[config.mk]
export PLATFORM = sky130hd
export DESIGN_NAME = ahb_slave_decode_mux
export DESIGN_NICKNAME = d
export VERILOG_FILES = /design/src/rtl/ahb_slave_decode_mux.sv
export SDC_FILE = /design/constraint.sdc
export NUM_CORES = 1
export LEC_CHECK = 0
export CELL_PAD_IN_SITES_DETAIL_PLACEMENT = 1
export CELL_PAD_IN_SITES_GLOBAL_PLACEMENT = 1
export CORE_MARGIN = 8
export CORE_UTILIZATION = 18
export DETAILED_ROUTE_END_ITERATION = 8
export GPL_ROUTABILITY_DRIVEN = 1
export PLACE_DENSITY_LB_ADDON = 0.1
export SLEW_MARGIN = 20
export SYNTH_ARGS = -nofsm -noshare
export SYNTH_HDL_FRONTEND = slang
export SYNTH_SLANG_ARGS = --single-unit
[constraint.sdc]
create_clock -name hclk -period 2.4 [get_ports hclk]
set_input_delay 0.24 -clock hclk [delete_from_list [all_inputs] [get_ports hclk]]
set_output_delay 0.24 -clock hclk [all_outputs]
set_load 0.005 [all_outputs]
[src/rtl/ahb_slave_decode_mux.sv]
// AHB-Lite slave-side address decoder and data-phase response mux with a
// built-in default slave that answers unmapped accesses with a two-cycle ERROR.
module ahb_slave_decode_mux #(
    parameter int unsigned SLV_NUM = 4,
    parameter int unsigned SEL_W   = 2,
    parameter int unsigned SEL_LSB = 16,
    parameter logic [31:0] BASE    = 32'h4000_0000
) (
    input  logic                   hclk,
    input  logic                   hrst_b,
    input  logic                   hsel,
    input  logic [31:0]            haddr,
    input  logic [1:0]             htrans,
    input  logic                   hwrite,
    output logic [SLV_NUM-1:0]     s_hsel,
    input  logic [32*SLV_NUM-1:0]  s_hrdata,
    input  logic [SLV_NUM-1:0]     s_hready,
    input  logic [2*SLV_NUM-1:0]   s_hresp,
    output logic [31:0]            hrdata,
    output logic                   hready,
    output logic [1:0]             hresp,
    input  logic                   err_clr,
    output logic [7:0]             err_cnt,
    output logic                   err_intr
);

    localparam int unsigned TAG_LSB = SEL_LSB + SEL_W;

    typedef enum logic [1:0] {OWN_NONE, OWN_SLOT, OWN_DEF} own_t;
    typedef enum logic [1:0] {ST_IDLE, ST_ERR1, ST_ERR2} state_t;

    own_t             r_own;
    logic [SEL_W-1:0] r_own_idx;
    state_t           r_state;
    state_t           w_state_nxt;
    logic [7:0]       r_err_cnt;
    logic             r_err_intr;

    logic [SEL_W-1:0] w_idx;
    logic             w_hit;
    logic             w_req;
    logic             w_def_acc;
    logic             w_err_evt;
    logic             w_def_hready;
    logic [1:0]       w_def_hresp;
    logic             w_unused;

    // Write strobe and in-region offset play no part in decode.
    assign w_unused = ^{hwrite, htrans[0], haddr[SEL_LSB-1:0]};

    assign w_idx = haddr[TAG_LSB-1:SEL_LSB];
    assign w_hit = hsel
                 && (haddr[31:TAG_LSB] == BASE[31:TAG_LSB])
                 && (32'(w_idx) < SLV_NUM);
    assign w_req     = hsel & htrans[1];
    assign w_def_acc = hready & w_req & ~w_hit;

    always_comb begin
        s_hsel = '0;
        for (int i = 0; i < int'(SLV_NUM); i++) begin
            s_hsel[i] = w_hit && (w_idx == SEL_W'(i));
        end
    end

    // Default-slave Moore outputs, kept apart from next-state to avoid a hready loop.
    assign w_def_hready = (r_state != ST_ERR1);
    assign w_def_hresp  = (r_state == ST_IDLE) ? 2'b00 : 2'b01;

    always_comb begin
        hrdata = '0;
        hready = 1'b1;
        hresp  = 2'b00;
        case (r_own)
            OWN_SLOT: begin
                for (int i = 0; i < int'(SLV_NUM); i++) begin
                    if (r_own_idx == SEL_W'(i)) begin
                        hrdata = s_hrdata[32*i +: 32];
                        hready = s_hready[i];
                        hresp  = s_hresp[2*i +: 2];
                    end
                end
            end
            OWN_DEF: begin
                hready = w_def_hready;
                hresp  = w_def_hresp;
            end
            default: ;
        endcase
    end

    always_ff @(posedge hclk or negedge hrst_b) begin
        if (!hrst_b) begin
            r_state <= ST_IDLE;
        end else begin
            r_state <= w_state_nxt;
        end
    end

    always_comb begin
        w_state_nxt = r_state;
        w_err_evt   = 1'b0;
        case (r_state)
            ST_IDLE: begin
                if (w_def_acc) begin
                    w_state_nxt = ST_ERR1;
                    w_err_evt   = 1'b1;
                end
            end
            ST_ERR1: w_state_nxt = ST_ERR2;
            ST_ERR2: begin
                if (w_def_acc) begin
                    w_state_nxt = ST_ERR1;
                    w_err_evt   = 1'b1;
                end else begin
                    w_state_nxt = ST_IDLE;
                end
            end
            default: w_state_nxt = ST_IDLE;
        endcase
    end

    // Data-phase owner is captured only when the current data phase completes.
    always_ff @(posedge hclk or negedge hrst_b) begin
        if (!hrst_b) begin
            r_own     <= OWN_NONE;
            r_own_idx <= '0;
        end else if (hready) begin
            r_own_idx <= w_idx;
            if (!w_req) begin
                r_own <= OWN_NONE;
            end else if (w_hit) begin
                r_own <= OWN_SLOT;
            end else begin
                r_own <= OWN_DEF;
            end
        end
    end

    // A new error outranks a coincident clear.
    always_ff @(posedge hclk or negedge hrst_b) begin
        if (!hrst_b) begin
            r_err_cnt  <= '0;
            r_err_intr <= 1'b0;
        end else if (w_err_evt) begin
            r_err_intr <= 1'b1;
            if (err_clr) begin
                r_err_cnt <= 8'd1;
            end else if (r_err_cnt != 8'hFF) begin
                r_err_cnt <= r_err_cnt + 8'd1;
            end
        end else if (err_clr) begin
            r_err_cnt  <= '0;
            r_err_intr <= 1'b0;
        end
    end

    assign err_cnt  = r_err_cnt;
    assign err_intr = r_err_intr;

endmodule

==> key figures <==
Worst setup path
  – Crit path largest cell delay: 0.50 ns
  – Crit-path cells: buf_12, mux4_2, and2_1, clkdlybuf4s50_1
  – CP max stage cell: mux4_2
  – Critical path capture point type: output port
  – Critical Path RT: 2.16 ns
  – CP Max Fanout: 12
  – CP Launch Type: flip-flop
  – Crit path arrival time: 2.09 ns
  – Setup Crit Path Kind: flip-flop to output port

Layout
  – Multi-input gate area in the final layout: 1463 um2
  – Cell area after layout: 4343 um2
  – Most frequent cells in the layout: clkdlybuf4s50_1 (201), mux4_2 (33), and2_1 (32)
  – P&R area growth vs syn: 127.9%
  – Ant. Diodes: 0
  – Share of layout cells above drive strength 1: 0.1671
  – Commonest non-fill, non-tap cell in the layout: clkdlybuf4s50_1
  – Fin cells: 525
  – Fillers: 1,155
  – Nets@finish: 572
  – Sequential cell area: 376.6 um2

Placed design
  – RD Place Congestion: 0.7546
  – Cell Area, Placed: 4194 um2
  – Hpwl dp: 10.04 mm
  – DP Cell Count: 514
  – Pre-CTS setup slack: 0.02231 ns
  – IO buf count: 208

Pwr
  – Clock power share: 0.192
  – Sequential Power Share: 0.254
  – Tot Pwr: 1.122 mW
  – Peak supply drop: 218.3 uV
  – P_int: 0.8313 mW
  – Psw: 0.2911 mW
  – Logic pwr share: 0.554
  – Pwr Density: 258.5 nW/um2
  – Leak Pwr: 1.647 nW
  – Switching part of the total power: 0.2594

Clocking
  – Total number of H-tree levels: 1
  – Clk buf depth: 2
  – Clk_lat worst skew: 0.25 ns
  – TritonCTS Buffers: 3
  – CTS Sinks: 15
  – CTS tree: built
  – Clock Pin Slew Worst Setup and Hold Paths: 0.07 ns
  – Clock Tree Root: clkbuf_8

Timing
  – Endpoints failing setup: 0
  – PnR worst setup slack: 0.06638 ns
  – RSZ-0062 raised after global routing: yes
  – Worst Tran Pin Value: 0.7432 ns
  – Relative slew margins: 0.5030
  – Final Hold Viols: 0
  – Tmin final: 2.334 ns
  – Final worst path period share: 0.9723
  – Hold WS: 0.4225 ns
  – Highest clock rate: 428.5 MHz
  – Fin. max-slew vios: 0
  – Clock Skew: 0.003598 ns

Yosys
  – Post-Syn Area: 1906 um2
  – Mapped Avg Cell Area: 10.95 um2
  – Register area share after synthesis: 0.1970
  – Ys Warns: 0
  – Synthesized flop and latch total: 15
  – Synthesized instance count: 174
  – Synth unique cells: 34
  – Syn nets: 356

Detailed routing
  – Remaining antenna violation count after routing: 0
  – DR pass1 iterations: 4
  – DR vias/cell: 4.663
  – Starting DRT DRC Count: 57
  – Vias: 2,448
  – WL/cell: 22.44 um
  – Routed wire length: 11.78 mm
  – DRC: 0

Global route
  – Total GRT Usage: 0.1575
  – Initial antenna violation count: 2
  – Largest net degree at the start of global routing: 34
  – Number of global-route vias before repair: 2,581
  – First-pass GRT wire length: 17.15 mm
  – Grt total ovfl: 0

Die
  – Core Area: 10,320 um2
  – Rows: 37
  – I/O pin total: 227
  – Starting Density: 0.1846
  – Die Wd: 118.9 um
  – Die ar.: 14,130 um2
  – Die height: 118.9 um

Flow run
  – Max-cap violations: 0

Run status
  – Status: finished, final reports clean

Min path
  – Min-delay worst type: input pin to asynchronous set/reset pin
==> cell families (layout without fill, tap and decap cells) <==
logic type / count (synthesis) / in the layout / share of synthesized area
AND/OR/NAND/NOR: 73 / 73 / 0.2134
multiplexers: 42 / 42 / 0.4439
buffers and inverters: 22 / 237 / 0.04728
AO/OA/AOI/OAI: 19 / 19 / 0.07881
flip-flops: 15 / 15 / 0.1970
adder cells (fa/ha/maj): 3 / 3 / 0.01970
==> flip-flops by register name, indices dropped and copies added, names as in the netlist <==
signal,cells
r_own,2
r_state,2
err_intr,1
r_own_idx,2
err_cnt,8
==> layer usage <==
layer | track usage | part of all wire | up-vias | wire length (um)
met1 | 0.1887 | 0.42 | 1200 | 5003
met3 | 0.04629 | 0.072 | 9 | 846
met4 | 0.02134 | 0.0048 | 4 | 57
li1 | - | - | 1108 | -
met5 | 0 | 0.0023 | - | 27
met2 | 0.2787 | 0.50 | 127 | 5844
==> critical path: cells and delay by family (launching register included) <==
kind | cells | cell delay [ns]
buffers and inverters | 2 | 0.68
DFF | 1 | 0.49
muxes | 1 | 0.50
and+or+nand+nor | 1 | 0.16
==> Yosys cell counts (all sizes together) <==
library cell | count | area, um2
dfrtp | 15 | 375.4
a311oi | 2 | 17.52
mux4 | 33 | 743.2
a31o | 1 | 8.760
nor2 | 12 | 45.04
a211oi | 1 | 7.510
clkbuf | 7 | 26.28
o32ai | 1 | 8.760
ha | 3 | 37.54
nand3 | 5 | 25.02
nand2 | 6 | 22.52
or3 | 1 | 6.260
nand4b | 1 | 8.760
o21ai | 4 | 20.02
nor4b | 2 | 17.52
nor3 | 9 | 50.05
nand4 | 1 | 6.260
nor4 | 1 | 6.260
nor2b | 3 | 18.77
mux2i | 2 | 20.02
a2111oi | 1 | 8.760
buf | 5 | 23.77
and2 | 32 | 200.2
mux2 | 7 | 82.57
o311ai | 1 | 26.28
inv | 10 | 40.04
a31oi | 1 | 6.260
a41oi | 3 | 26.28
a21oi | 4 | 20.02
==> power by group through the flow <==
| stage | Combinational (mW) | Sequential, mW | Clock (mW) |
|---|---|---|---|
| after detailed placement | 0.595 | 0.289 | 0 |
| after floorplan | 0.262 | 0.279 | 0 |
| after global routing | 0.667 | 0.287 | 0.233 |
| after CTS | 0.599 | 0.284 | 0.221 |
| final | 0.622 | 0.285 | 0.215 |
| after global placement | 0.584 | 0.289 | 0 |
==> timing repair <==
item / 4_1_cts / 5_1_grt
resized for setup: 4 / 10
gates cloned: 0 / 1
endpoints found under the hold margin: 0 / 0
pin swaps: 0 / 0
setup endpoints to repair: 4 / 28
hold buffers: 0 / 0
buffers inserted: 0 / 6
==> metrics by stage <==
stage	TNS (ns)	utilization
6_report	0	0.4207
5_1_grt	-0.008037	0.4207
4_1_cts	0	0.4103
3_5_place_dp	0	0.4063
3_3_place_gp	0	0.4063
2_1_floorplan	0	-
==> final timing paths <==
path                               from           end  slack [ns]  cells after the start
max                        r_own_idx[0]     hrdata[3]        0.07                      4
min                              hrst_b    err_cnt[2]        0.42                      1
max reg2reg                r_own_idx[0]    err_cnt[5]        0.19                      7
min reg2reg                  r_state[1]    r_state[1]        0.45                      1
max in group asynchronous        hrst_b  r_own_idx[0]        1.46                      1
min in group hclk            r_state[1]    r_state[1]        0.45                      1
==> area by class of cell <==
class / instances / share of cell area
well taps: 136 / 0.03918
clock inverters: 1 / 0.001152
flip-flops and latches: 15 / 0.08672
multi-input cells: 137 / 0.3368
inverters: 10 / 0.009219
clock buffers: 3 / 0.009507
repair buffers: 223 / 0.5174
Note: power is estimated with default switching activity, not from simulation.
